--- src/rtl/krv_pwm_pkg.sv ---
// krv_pwm_pkg: register map, channel state encoding and duty stepping shared by pwm_ramp_ctrl.
package krv_pwm_pkg;

    localparam int DUTY_W = 8;

    localparam logic [2:0] REG_EN   = 3'd0;
    localparam logic [2:0] REG_TGT1 = 3'd1;
    localparam logic [2:0] REG_TGT2 = 3'd2;
    localparam logic [2:0] REG_TGT3 = 3'd3;
    localparam logic [2:0] REG_TGT4 = 3'd4;
    localparam logic [2:0] REG_DIV  = 3'd5;
    localparam logic [2:0] REG_STAT = 3'd6;

    typedef enum logic [1:0] {OFF, RAMP, HOLD, STOP} ch_state_e;

    // One LSB toward tgt; never overshoots, so it cannot wrap.
    function automatic logic [DUTY_W-1:0] step_toward(input logic [DUTY_W-1:0] cur,
                                                      input logic [DUTY_W-1:0] tgt);
        return cur < tgt ? cur + 1'b1 : cur > tgt ? cur - 1'b1 : cur;
    endfunction

endpackage

--- src/rtl/pwm_ramp_channel.sv ---
// pwm_ramp_channel: per-channel soft-ramp FSM and duty register; only built when PWM_RAMP_EN is defined.
`ifdef PWM_RAMP_EN
module pwm_ramp_channel
    import krv_pwm_pkg::*;
(
    input  logic              clk,
    input  logic              rst,
    input  logic              tick,
    input  logic              en,
    input  logic [DUTY_W-1:0] target,
    output logic [DUTY_W-1:0] duty,
    output logic              enable,
    output logic              busy
);

    ch_state_e         state_q;
    logic [DUTY_W-1:0] cur_q;
    logic              enable_q;
    logic              busy_q;
    logic [DUTY_W-1:0] ramp_d;
    logic [DUTY_W-1:0] stop_d;

    assign ramp_d = tick ? step_toward(cur_q, target) : cur_q;
    assign stop_d = (tick && cur_q != '0) ? cur_q - 1'b1 : cur_q;

    // Exit decisions look at the post-step value so HOLD/OFF land on the edge the target/zero is reached.
    always_ff @(posedge clk) begin
        if (rst) begin
            state_q  <= OFF;
            cur_q    <= '0;
            enable_q <= 1'b0;
            busy_q   <= 1'b0;
        end else begin
            case (state_q)
                OFF: if (en) begin
                    state_q  <= RAMP;
                    enable_q <= 1'b1;
                    busy_q   <= 1'b1;
                end
                RAMP: begin
                    cur_q <= ramp_d;
                    if (!en) state_q <= STOP;
                    else if (ramp_d == target) begin
                        state_q <= HOLD;
                        busy_q  <= 1'b0;
                    end
                end
                HOLD: if (!en) begin
                    state_q <= STOP;
                    busy_q  <= 1'b1;
                end else if (target != cur_q) begin
                    state_q <= RAMP;
                    busy_q  <= 1'b1;
                end
                STOP: begin
                    cur_q <= stop_d;
                    if (en) state_q <= RAMP;
                    else if (stop_d == '0) begin
                        state_q  <= OFF;
                        enable_q <= 1'b0;
                        busy_q   <= 1'b0;
                    end
                end
            endcase
        end
    end

    assign duty   = cur_q;
    assign enable = enable_q;
    assign busy   = busy_q;

endmodule
`endif

--- src/rtl/pwm_ramp_ctrl.sv ---
// pwm_ramp_ctrl: register front end for the 4-channel PWM block.
// PWM_RAMP_EN defined adds the prescaler and soft-ramp channels; otherwise duty follows TARGET & EN directly.
module pwm_ramp_ctrl
    import krv_pwm_pkg::*;
#(
    parameter int DIV_W     = 20,
    parameter int RESET_DIV = 1000
) (
    input  logic              clk,
    input  logic              rst,
    input  logic              we,
    input  logic              re,
    input  logic [2:0]        addr,
    input  logic [31:0]       wdata,
    output logic [31:0]       rdata,
    output logic [3:0]        enable,
    output logic [DUTY_W-1:0] duty_cycle_ch1,
    output logic [DUTY_W-1:0] duty_cycle_ch2,
    output logic [DUTY_W-1:0] duty_cycle_ch3,
    output logic [DUTY_W-1:0] duty_cycle_ch4,
    output logic [3:0]        busy
);

    logic [3:0]        en_q;
    logic [DUTY_W-1:0] tgt_q [4];
    logic [DIV_W-1:0]  div_q;
    logic [31:0]       rdata_q;
    logic [31:0]       rdata_d;
    logic [DUTY_W-1:0] duty [4];
    logic              unused_wdata;

    assign unused_wdata = ^wdata[31:DIV_W];

    always_ff @(posedge clk) begin
        if (rst) begin
            en_q    <= '0;
            div_q   <= DIV_W'(RESET_DIV);
            rdata_q <= '0;
            for (int i = 0; i < 4; i++) tgt_q[i] <= '0;
        end else begin
            if (re) rdata_q <= rdata_d;
            if (we && addr == REG_EN) en_q <= wdata[3:0];
            if (we && addr == REG_DIV) div_q <= wdata[DIV_W-1:0];
            for (int i = 0; i < 4; i++)
                if (we && addr == REG_TGT1 + 3'(i)) tgt_q[i] <= wdata[DUTY_W-1:0];
        end
    end

    always_comb begin
        rdata_d = '0;
        if (addr == REG_EN) rdata_d[3:0] = en_q;
        if (addr == REG_DIV) rdata_d[DIV_W-1:0] = div_q;
        if (addr == REG_STAT) rdata_d[3:0] = busy;
        for (int i = 0; i < 4; i++)
            if (addr == REG_TGT1 + 3'(i)) rdata_d[DUTY_W-1:0] = tgt_q[i];
    end

`ifdef PWM_RAMP_EN
    logic [DIV_W-1:0] cnt_q;
    logic             tick;

    assign tick = cnt_q == div_q;

    // Rewriting STEP_DIV restarts the tick period from zero.
    always_ff @(posedge clk) begin
        if (rst || (we && addr == REG_DIV)) cnt_q <= '0;
        else cnt_q <= tick ? '0 : cnt_q + 1'b1;
    end

    for (genvar g = 0; g < 4; g++) begin : g_ch
        pwm_ramp_channel u_ch (
            .clk   (clk),
            .rst   (rst),
            .tick  (tick),
            .en    (en_q[g]),
            .target(tgt_q[g]),
            .duty  (duty[g]),
            .enable(enable[g]),
            .busy  (busy[g])
        );
    end
`else
    logic [3:0]        enable_q;
    logic [DUTY_W-1:0] duty_q [4];

    always_ff @(posedge clk) begin
        if (rst) begin
            enable_q <= '0;
            for (int i = 0; i < 4; i++) duty_q[i] <= '0;
        end else begin
            enable_q <= en_q;
            for (int i = 0; i < 4; i++) duty_q[i] <= tgt_q[i] & {DUTY_W{en_q[i]}};
        end
    end

    assign enable = enable_q;
    assign duty   = duty_q;
    assign busy   = '0;
`endif

    assign rdata          = rdata_q;
    assign duty_cycle_ch1 = duty[0];
    assign duty_cycle_ch2 = duty[1];
    assign duty_cycle_ch3 = duty[2];
    assign duty_cycle_ch4 = duty[3];

endmodule

--- config.mk ---
export PLATFORM = sky130hd
export DESIGN_NAME = pwm_ramp_ctrl
export DESIGN_NICKNAME = d
export VERILOG_FILES = /design/src/rtl/krv_pwm_pkg.sv /design/src/rtl/pwm_ramp_channel.sv /design/src/rtl/pwm_ramp_ctrl.sv
export SDC_FILE = /design/constraint.sdc
export NUM_CORES = 1
export LEC_CHECK = 0
export CORE_AREA = 2 2 137 139
export DETAILED_ROUTE_END_ITERATION = 10
export DIE_AREA = 0 0 139 141
export DONT_BUFFER_PORTS = 1
export GPL_TIMING_DRIVEN = 0
export RECOVER_POWER = 100
export SYNTH_ARGS = -nofsm -noshare
export SYNTH_HDL_FRONTEND = slang
export SYNTH_SLANG_ARGS = --single-unit
--- constraint.sdc ---
create_clock -name clk -period 2.31 [get_ports clk]
set_input_delay 0.462 -clock clk [delete_from_list [all_inputs] [get_ports clk]]
set_output_delay 0.462 -clock clk [all_outputs]
set_load 0.1 [all_outputs]
After elaboration in Yosys (flattened, before gate mapping)
Memories as Yosys holds them, arrays and structs flattened.
Cells that the tools add are included.
{ "totals": {"reg_bits": 80, "latchBits": 0, "ramBits": 32, "romBits": 0, "inputBits": 39, "output_inout_bits": 72, "wordCells": 55, "memories": 1} }
{ "classes": {"addsub": 0, "multipliers": 0, "div": 0, "magnitude_cmp": 0, "n_eq_ne": 6, "shift": 0, "muxes": 25, "bitwise": 8, "n_reduce_logical": 7} }
{ "mem_list": {"columns": ["name", "depth", "word_bits", "read_ports", "rd_clocked_by_memory_dff", "wr", "line", "source"], "rows": [
  ["tgt_q", 4, 8, 4, 0, 4, "pwm_ramp_ctrl.sv:25", "logic [DUTY_W-1:0] tgt_q [4];"]
]} }
{ "ops": {"columns": ["op", "n"], "rows": [
  ["2-to-1 mux 8 bit", 8],
  ["AND 8 bit", 4],
  ["2-to-1 mux 20 bit", 1],
  ["2-to-1 mux 1 bit", 14],
  ["equality test 3 bit (second input constant)", 3],
  ["2-to-1 mux 4 bit", 2],
  ["equality test 3 x 2 -> 1 bit (second input constant)", 2],
  ["logical AND 1 bit", 6],
  ["OR 1 bit", 4],
  ["equality test 3 x 1 -> 1 bit (second input constant)", 1],
  ["zero test 3 bit", 1]
]} }

Depth between registers and ports, before layout
Gate-level depths: netlist of the first run.
{ "logic_depth": {"word_depth": 8, "depth_mapped": 6, "mapped_depth_nobuf": 3} }

Worst setup path before layout of the first run
Ideal clock, no wire load.
{ "synth_path": {"path_type": "input port to flip-flop", "start": "input port addr[2]", "end": "memory tgt_q[3][0] (enable)", "setup_ps": 387, "arrival_time_ps": 1515, "t_required_ps": 1923, "path_slack_ps": 409, "cell_stages": 4, "path_buffers": 2, "cell_sequence": "buf_6 > buf_6 > nand2_1 > o31ai_1"} }
{ "synth_rtl": {"columns": ["item", "line", "source"], "rows": [
  ["from (decl)", "pwm_ramp_ctrl.sv:13", "input logic [2:0] addr,"],
  ["to (decl)", "pwm_ramp_ctrl.sv:25", null]
]} }

==> metrics.md, run 1 <==
| Metric | Value |
|---|---|
| Status | finished clean |
| Critical path cell sequence | buf_2, clkbuf_1, o31ai_1 |
| Post-DP HPWL | 8.479 mm |
| First-pass DRT Iterations | 4 |
| Critical Path RT | 2.29 ns |
| N_diodes | 0 |
| Final Net Count | 477 |
| # fillers | 1922 |
| Post-route DRC | 0 |
| Die height | 141 um |
| Most frequent cells in the layout | dfxtp_1 (80), and2_0 (46), nand2_1 (44), edfxtp_1 (32), a21oi_1 (30) |
| Final Hold Viols | 0 |
| CTS Hold Bufs | 0 |
| Syn Area/Cell | 10.76 um2 |
| CTS H-tree lvls | 3 |
| Initial Util | 24.26% |
| PortBufs | 0 |
| Register bit total from synthesis | 112 |
| Area Growth Syn to Fin | 13.92% |
| Largest net degree at the start of global routing | 22 |
| CTS buffer count | 9 |
| GRT overflow | 0 |
| Die Area | 19600 um2 |
| Post-layout instance area | 5049 um2 |
| Global-route wire length before repair | 17.01 mm |
| Sequential share of the synthesized area | 57.82% |
| Clock insertion delay at the later pin of the skew report | 0.36 ns |
| Worst hold path class | in -> reg |
| VDD IR max | 663.0 uV |
| Final setup vio count | 0 |
| Setup TNS | 0 ns |
| Clock sinks | 112 |
| CP Data Arrival Time | 1.90 ns |
| Crit. End Element | register |
| Slowest Stage Delay on Critical Path | 1.03 ns |
| Clock buffer depth | 2 |
| First DRT Iteration DRCs | 160 |
| ANT nets after route | 0 |
| CTS tree | done |
| Critical path type | in -> reg |
| Post-CTS sizing | 0 |
| GRT Total Usage | 11.54% |
| Minimum clock period | 1.923 ns |
| Top FF cell, synth | dfxtp_1 |
| Worst Tran Pin Value | 1.180 ns |
| Worst setup margin | 0.3867 ns |
| RD Place Congestion | 0.8954 |
| Horiz. Die Dim | 139 um |
| Crit path max fanout | 10 |
| Fmax achieved | 519.9 MHz |
| Row cnt | 50 |
| Critical path launch point type | input port |
| CTS clock-pin slew for the worst setup and hold paths | 0.08 ns |
| Postcts setup bufs | 0 |
| Total Wirelength | 11.20 mm |
| Worst slew margin | 20.65% |
| Synth Cell Area | 4432 um2 |
| Vias in the first global route | 3006 |
| LEAKAGE | 1.842 nW |
| Power per cell area | 814.0 nW/um2 |
| Vias | 3002 |
| Unrepaired setup endpoints after global routing | false |
| Core area | 18270 um2 |
| Post-place setup slack | 0.02549 ns |
| Delay-heaviest family, CP | compound AO/OA/AOI/OAI gates |
| Ys async rst share | 0% |
| Synth cell types | 35 |
| CTS root buffer | clkbuf_16 |
| EDFF count, synth | 32 |
| I/O pin cnt | 111 |
| Ratio of cells with drive above 1 in the final layout | 10.61% |
| CP max stage cell | o31ai_1 |
| Drt wl/cell | 16.54 um |
| Synthesized instance count | 412 |
| Via density | 4.434 |
| Commonest non-fill, non-tap cell in the layout | dfxtp_1 |
| Slew Limit Fails | 0 |
| Max_cap viols | 0 |
| Yosys warnings | 0 |
| Initial antenna violation count | 0 |
| Fin crit share | 83.26% |
| Placed Area | 4781 um2 |
| CP Buf/Inv Count | 2 |
| Skew final | 0.006477 ns |
[state kept, by name, indices dropped and copies added (netlist names)]
name,cells
duty_cycle_ch3,8
rdata,20
duty_cycle_ch1,8
enable,4
tgt_q,32
div_q,20
en_q,4
duty_cycle_ch4,8
duty_cycle_ch2,8
[kinds of logic after synthesis]
logic type	count (synthesis)	share of synthesized area (%)
AO/OA/AOI/OAI	58	8.809
AND/OR/NAND/NOR	183	23.97
flip-flops	112	57.82
other	1	0.08462
multiplexers	13	2.936
buffers and inverters	45	6.381
[routing by layer]
layer	up-vias	GRT usage (%)	wire length (um)
met2	123	18.69	5103
met3	21	5.061	1038
met5	-	0	0
met4	0	4.997	293
li1	1423	-	-
met1	1435	13.30	4761
[final timing paths]
| check | depth (start not counted) | slack [ns] | startpoint | endpoint |
|---|---|---|---|---|
| worst max-delay path | 3 | 0.39 | addr[0] | tgt_q[3][4] |
| worst max register to register | 3 | 0.56 | rdata[6] | rdata[6] |
| worst min-delay path | 2 | 0.23 | wdata[5] | div_q[5] |
| worst min register to register | 2 | 0.46 | div_q[1] | div_q[1] |
[metrics by stage]
stage | util (%) | hold slack, ns | power [W] | std cells
after floorplan | - | 0.4360 | 0.002554 | 427
after global placement | 26.17 | 0.4440 | 0.002620 | 661
after detailed placement | 26.17 | 0.4543 | 0.002624 | 661
after CTS | 27.82 | 0.2186 | 0.004153 | 677
after global routing | 27.64 | 0.2233 | 0.004266 | 677
final | 27.64 | 0.2306 | 0.004110 | 677
[cell usage after synthesis, drive strengths merged (5+ instances only)]
master / number / share of area [%]
clkbuf: 9 / 0.76
nor2: 24 / 2.0
mux2i: 13 / 2.9
and2: 64 / 9.0
edfxtp: 32 / 22
nand4b: 5 / 0.99
nor2b: 17 / 2.4
nand2: 44 / 3.7
o31ai: 5 / 0.85
o21ai: 5 / 0.56
a21oi: 30 / 3.4
nand2b: 7 / 0.99
dfxtp: 80 / 36
buf: 34 / 5.4
nand3: 6 / 0.68
[report_power, final]
part / switching (W) / total, W / internal, W / leakage, nW
sequential: 0.000157 / 0.00224 / 0.00208 / 0.957
combinational: 0.000243 / 0.000336 / 0.0000928 / 0.735
clock: 0.000762 / 0.00153 / 0.000771 / 0.150
[final cells by class]
class | count | area [um2] | share of cell area [%]
clock inverters | 7 | 75.07 | 1.487
inverters | 2 | 7.507 | 0.1487
flip-flops and latches | 112 | 2562 | 50.76
clock buffers | 9 | 225.2 | 4.461
well taps | 234 | 292.8 | 5.799
multi-input cells | 270 | 1613 | 31.95
plain buffers | 43 | 272.8 | 5.403
(Power assumes the default switching activity.)
==> run 2: changes to the inputs <==
==> constraint.sdc (replaced) <==
create_clock -name clk -period 2 [get_ports clk]
set_input_delay 0.4 -clock clk [delete_from_list [all_inputs] [get_ports clk]]
set_output_delay 0.4 -clock clk [all_outputs]
set_load 0.1 [all_outputs]
==> metrics.md, run 2 (synthesis gave the netlist of run 1 again) <==
| Metric | Value |
|---|---|
| Setup TNS | 0 ns |
| Clock buffer depth | 2 |
| Delay-heaviest family, CP | compound AO/OA/AOI/OAI gates |
| Clock sinks | 112 |
| Crit path depth | 3 |
| Max_cap viols | 0 |
| Total Wirelength | 11.13 mm |
| CTS buffer count | 9 |
| Worst r2r path cells | 3 |
| Largest register FFs | 32 |
| LEAKAGE | 1.846 nW |
| CP max stage cell | o31ai_1 |
| Slew Limit Fails | 0 |
| Final setup vio count | 0 |
| Tightest hold margin | 0.1695 ns |
| Commonest non-fill, non-tap cell in the layout | dfxtp_1 |
| CP Buf/Inv Count | 2 |
| Largest net degree at the start of global routing | 22 |
| Internal power | 0.003403 W |
| Placed Area | 4781 um2 |
| Status | finished clean |
| Clock insertion delay at the later pin of the skew report | 0.36 ns |
| Critical Path RT | 1.98 ns |
| Die height | 141 um |
| Postcts setup bufs | 0 |
| I/O pin cnt | 111 |
| Most flops, register | tgt_q |
| Fmax achieved | 554.8 MHz |
| CTS root buffer | clkbuf_16 |
| Unrepaired setup endpoints after global routing | false |
| Crit path from | addr[0] |
| Via density | 4.413 |
| Reg2reg start | rdata[6] |
| PortBufs | 0 |
| VDD IR max | 765.4 uV |
| CTS tree | done |
| Die Area | 19600 um2 |
| Pwr Total | 0.004744 W |
| Post-route DRC | 0 |
| First-pass DRT Iterations | 5 |
| Row cnt | 50 |
| CP most frequent cell | clkbuf_2 |
| Global-route wire length before repair | 17.01 mm |
| GRT Total Usage | 11.54% |
| Hold Startpoint | wdata[5] |
| Drt wl/cell | 16.41 um |
| GRT overflow | 0 |
| Worst slew margin | 20.94% |
| ANT nets after route | 0 |
| Slowest Stage Delay on Critical Path | 1.00 ns |
| RD Place Congestion | 0.8954 |
| Final Net Count | 477 |
| Post-DP HPWL | 8.479 mm |
| Horiz. Die Dim | 139 um |
| Skew final | 0.006386 ns |
| First DRT Iteration DRCs | 166 |
| Core area | 18270 um2 |
| Combinational cell fraction of total power | 8.2% |
| Hold Path Depth | 2 |
| Fin crit share | 90.13% |
| Crit. End Element | register |
| Critical path cell sequence | clkbuf_2, clkbuf_2, o31ai_1 |
| Most frequent cells in the layout | dfxtp_1 (80), and2_0 (46), nand2_1 (44), edfxtp_1 (32), a21oi_1 (30) |
| Worst Tran Pin Value | 1.176 ns |
| Critical path launch point type | input port |
| Switching Fraction | 28.26% |
| Ratio of cells with drive above 1 in the final layout | 11.06% |
| Crit path max fanout | 10 |
| Reg power frac | 54.5% |
| CP Data Arrival Time | 1.78 ns |
| CTS Hold Bufs | 0 |
| Initial antenna violation count | 0 |
| Initial Util | 24.26% |
| Minimum clock period | 1.803 ns |
| Post-place setup slack | -0.2225 ns |
| Worst setup margin | 0.1974 ns |
| Power per cell area | 939.9 nW/um2 |
| Vias | 2992 |
| CTS clock-pin slew for the worst setup and hold paths | 0.08 ns |
| Final Hold Viols | 0 |
| Area Growth Syn to Fin | 13.89% |
| Worst hold path class | in -> reg |
| CTS H-tree lvls | 3 |
| Vias in the first global route | 3006 |
| Critical path type | in -> reg |
| Switching Power | 0.001341 W |
| Clock share of power | 37.3% |
| Post-layout instance area | 5047 um2 |
| Post-CTS sizing | 0 |
-- run 2: cell type report --
class,count,area (um2)
diodes,1,2.502
flip-flops and latches,112,2562
fillers,1922,13220
multi-input cells,270,1613
clock inverters,7,75.07
well taps,234,292.8
inverters,2,7.507
plain buffers,43,269.0
clock buffers,9,225.2
-- run 2: power by group through the flow --
stage                     Clock, W  Sequential, W  Combinational, W
after floorplan                  0        0.00262          0.000332
after detailed placement         0        0.00264          0.000388
after global routing       0.00192        0.00260          0.000411
final                      0.00177        0.00259          0.000387
after CTS                  0.00182        0.00259          0.000390
after global placement           0        0.00264          0.000384
-- run 2: through the flow --
stage,utilization (%),instances
2_1_floorplan,-,427
3_3_place_gp,26.17,661
3_5_place_dp,26.17,661
4_1_cts,27.82,677
5_1_grt,27.62,677
6_report,27.63,678
-- run 2: metal layers --
layer	track usage [%]	wire (um)	vias to the layer above
li1	-	-	1428
met1	13.30	4712	1409
met2	18.69	5044	136
met3	5.061	1079	19
met4	4.997	292	0
met5	0	0	-
-- run 2: worst paths after layout --
kind | end | slack (ns)
worst min register to register | div_q[1] | 0.46
worst max register to register | rdata[6] | 0.25
worst max-delay path | tgt_q[3][4] | 0.20
worst min-delay path | div_q[5] | 0.17
==> run 3: changes to the inputs <==
--- a/config.mk
+++ b/config.mk
@@ -11,6 +11,7 @@
 export DONT_BUFFER_PORTS = 1
 export GPL_TIMING_DRIVEN = 0
 export RECOVER_POWER = 100
+export REMOVE_ABC_BUFFERS = 1
 export SYNTH_ARGS = -nofsm -noshare
 export SYNTH_HDL_FRONTEND = slang
 export SYNTH_SLANG_ARGS = --single-unit
==> metrics.md, run 3 (synthesis gave the netlist of run 1 again) <==
| Metric | Value |
|---|---|
| I/O pin cnt | 111 |
| Crit. End Element | output pin |
| First DRT Iteration DRCs | 183 |
| R2r setup slk | 0.30 ns |
| CTS Hold Bufs | 0 |
| Total Wirelength | 10.35 mm |
| Post-CTS sizing | 0 |
| CTS root buffer | clkbuf_16 |
| Die height | 141 um |
| R2R Path End | rdata[4] |
| Reg2reg start | rdata[4] |
| Drt wl/cell | 16.32 um |
| N_diodes | 0 |
| Core area | 18270 um2 |
| Commonest non-fill, non-tap cell in the layout | dfxtp_1 |
| Critical Path RT | 1.60 ns |
| Fin crit share | 88.57% |
| PortBufs | 0 |
| First-pass DRT Iterations | 4 |
| Area Growth Syn to Fin | 7.708% |
| Hold Path Depth | 1 |
| CTS H-tree lvls | 3 |
| Final Hold Viols | 0 |
| Critical path launch point type | register |
| Skew final | 0.01209 ns |
| Post-route DRC | 0 |
| Slew Limit Fails | 0 |
| Via density | 4.413 |
| Final Net Count | 434 |
| GRT Total Usage | 10.65% |
| Hold Path Sink | div_q[4] |
| Vias | 2798 |
| Final setup vio count | 0 |
| Hold Startpoint | rst |
| Horiz. Die Dim | 139 um |
| Post-layout instance area | 4773 um2 |
| Initial antenna violation count | 0 |
| RD Place Congestion | 0.7751 |
| Unrepaired setup endpoints after global routing | false |
| Most flops, register | tgt_q |
| GRT overflow | 0 |
| Clock insertion delay at the later pin of the skew report | 0.36 ns |
| Row cnt | 50 |
| Crit path from | rdata[1] |
| LEAKAGE | 1.658 nW |
| CP Data Arrival Time | 1.37 ns |
| Clock buffer depth | 2 |
| Most frequent cells in the layout | dfxtp_1 (80), and2_0 (55), nand2_1 (44), edfxtp_1 (32), a21oi_1 (30) |
| Ratio of cells with drive above 1 in the final layout | 3.750% |
| Worst r2r path cells | 3 |
| Fmax achieved | 564.5 MHz |
| Worst slew margin | 12.46% |
| Die Area | 19600 um2 |
| Placed Area | 4506 um2 |
| CTS buffer count | 9 |
| Worst Tran Pin Value | 1.299 ns |
| Largest net degree at the start of global routing | 47 |
| Postcts setup bufs | 0 |
| Setup TNS | 0 ns |
| Minimum clock period | 1.771 ns |
| Status | finished clean |
| Global-route wire length before repair | 15.77 mm |
| Clock sinks | 112 |
| Crit path max fanout | 2 |
| VDD IR max | 351.4 uV |
| ANT nets after route | 0 |
| Initial Util | 24.26% |
| CTS clock-pin slew for the worst setup and hold paths | 0.08 ns |
| Max_cap viols | 0 |
| Worst hold path class | in -> reg |
| Largest register FFs | 32 |
| Critical path type | reg -> out |
| Power per cell area | 990.9 nW/um2 |
| Post-DP HPWL | 7.297 mm |
| CTS tree | done |
| Vias in the first global route | 2839 |
## run 3: layout make-up
type,count,area [um2]
well taps,234,292.8
clock inverters,7,87.58
flip-flops and latches,112,2562
fillers,1933,13490
multi-input cells,270,1598
inverters,2,7.507
clock buffers,9,225.2
## run 3: power breakdown
group | leakage, nW | total, W | switching [W] | internal, W
Sequential | 0.957 | 0.00259 | 0.000182 | 0.00241
Combinational | 0.548 | 0.000277 | 0.000210 | 0.0000665
Clock | 0.153 | 0.00187 | 0.000867 | 0.000999
## run 3: through the flow
stage	total power (W)	worst slack, ns	util (%)	hold WS (ns)	instances
2_1_floorplan	0.002869	0.4195	-	0.4300	384
3_3_place_gp	0.002916	0.1761	24.66	0.4366	618
3_5_place_dp	0.002924	0.09179	24.66	0.4413	618
4_1_cts	0.004797	0.2040	26.38	0.09822	634
5_1_grt	0.004912	0.1702	26.13	0.09436	634
6_report	0.004730	0.2286	26.13	0.1131	634
## run 3: routing by layer
layer	global-route usage (%)	routed length (um)
met1	11.45	4068
met2	18.23	5176
met5	0	0
met4	4.732	215
met3	4.688	886
## run 3: worst max-delay path by stage
stage                        to  slack (ns)  cells past startpoint
global route           rdata[1]        0.17                      0
global placement    tgt_q[3][1]        0.18                      2
finish                 rdata[1]        0.23                      0
detailed placement  tgt_q[3][0]        0.09                      2
CTS                    rdata[1]        0.20                      0
floorplan           tgt_q[3][0]        0.42                      2
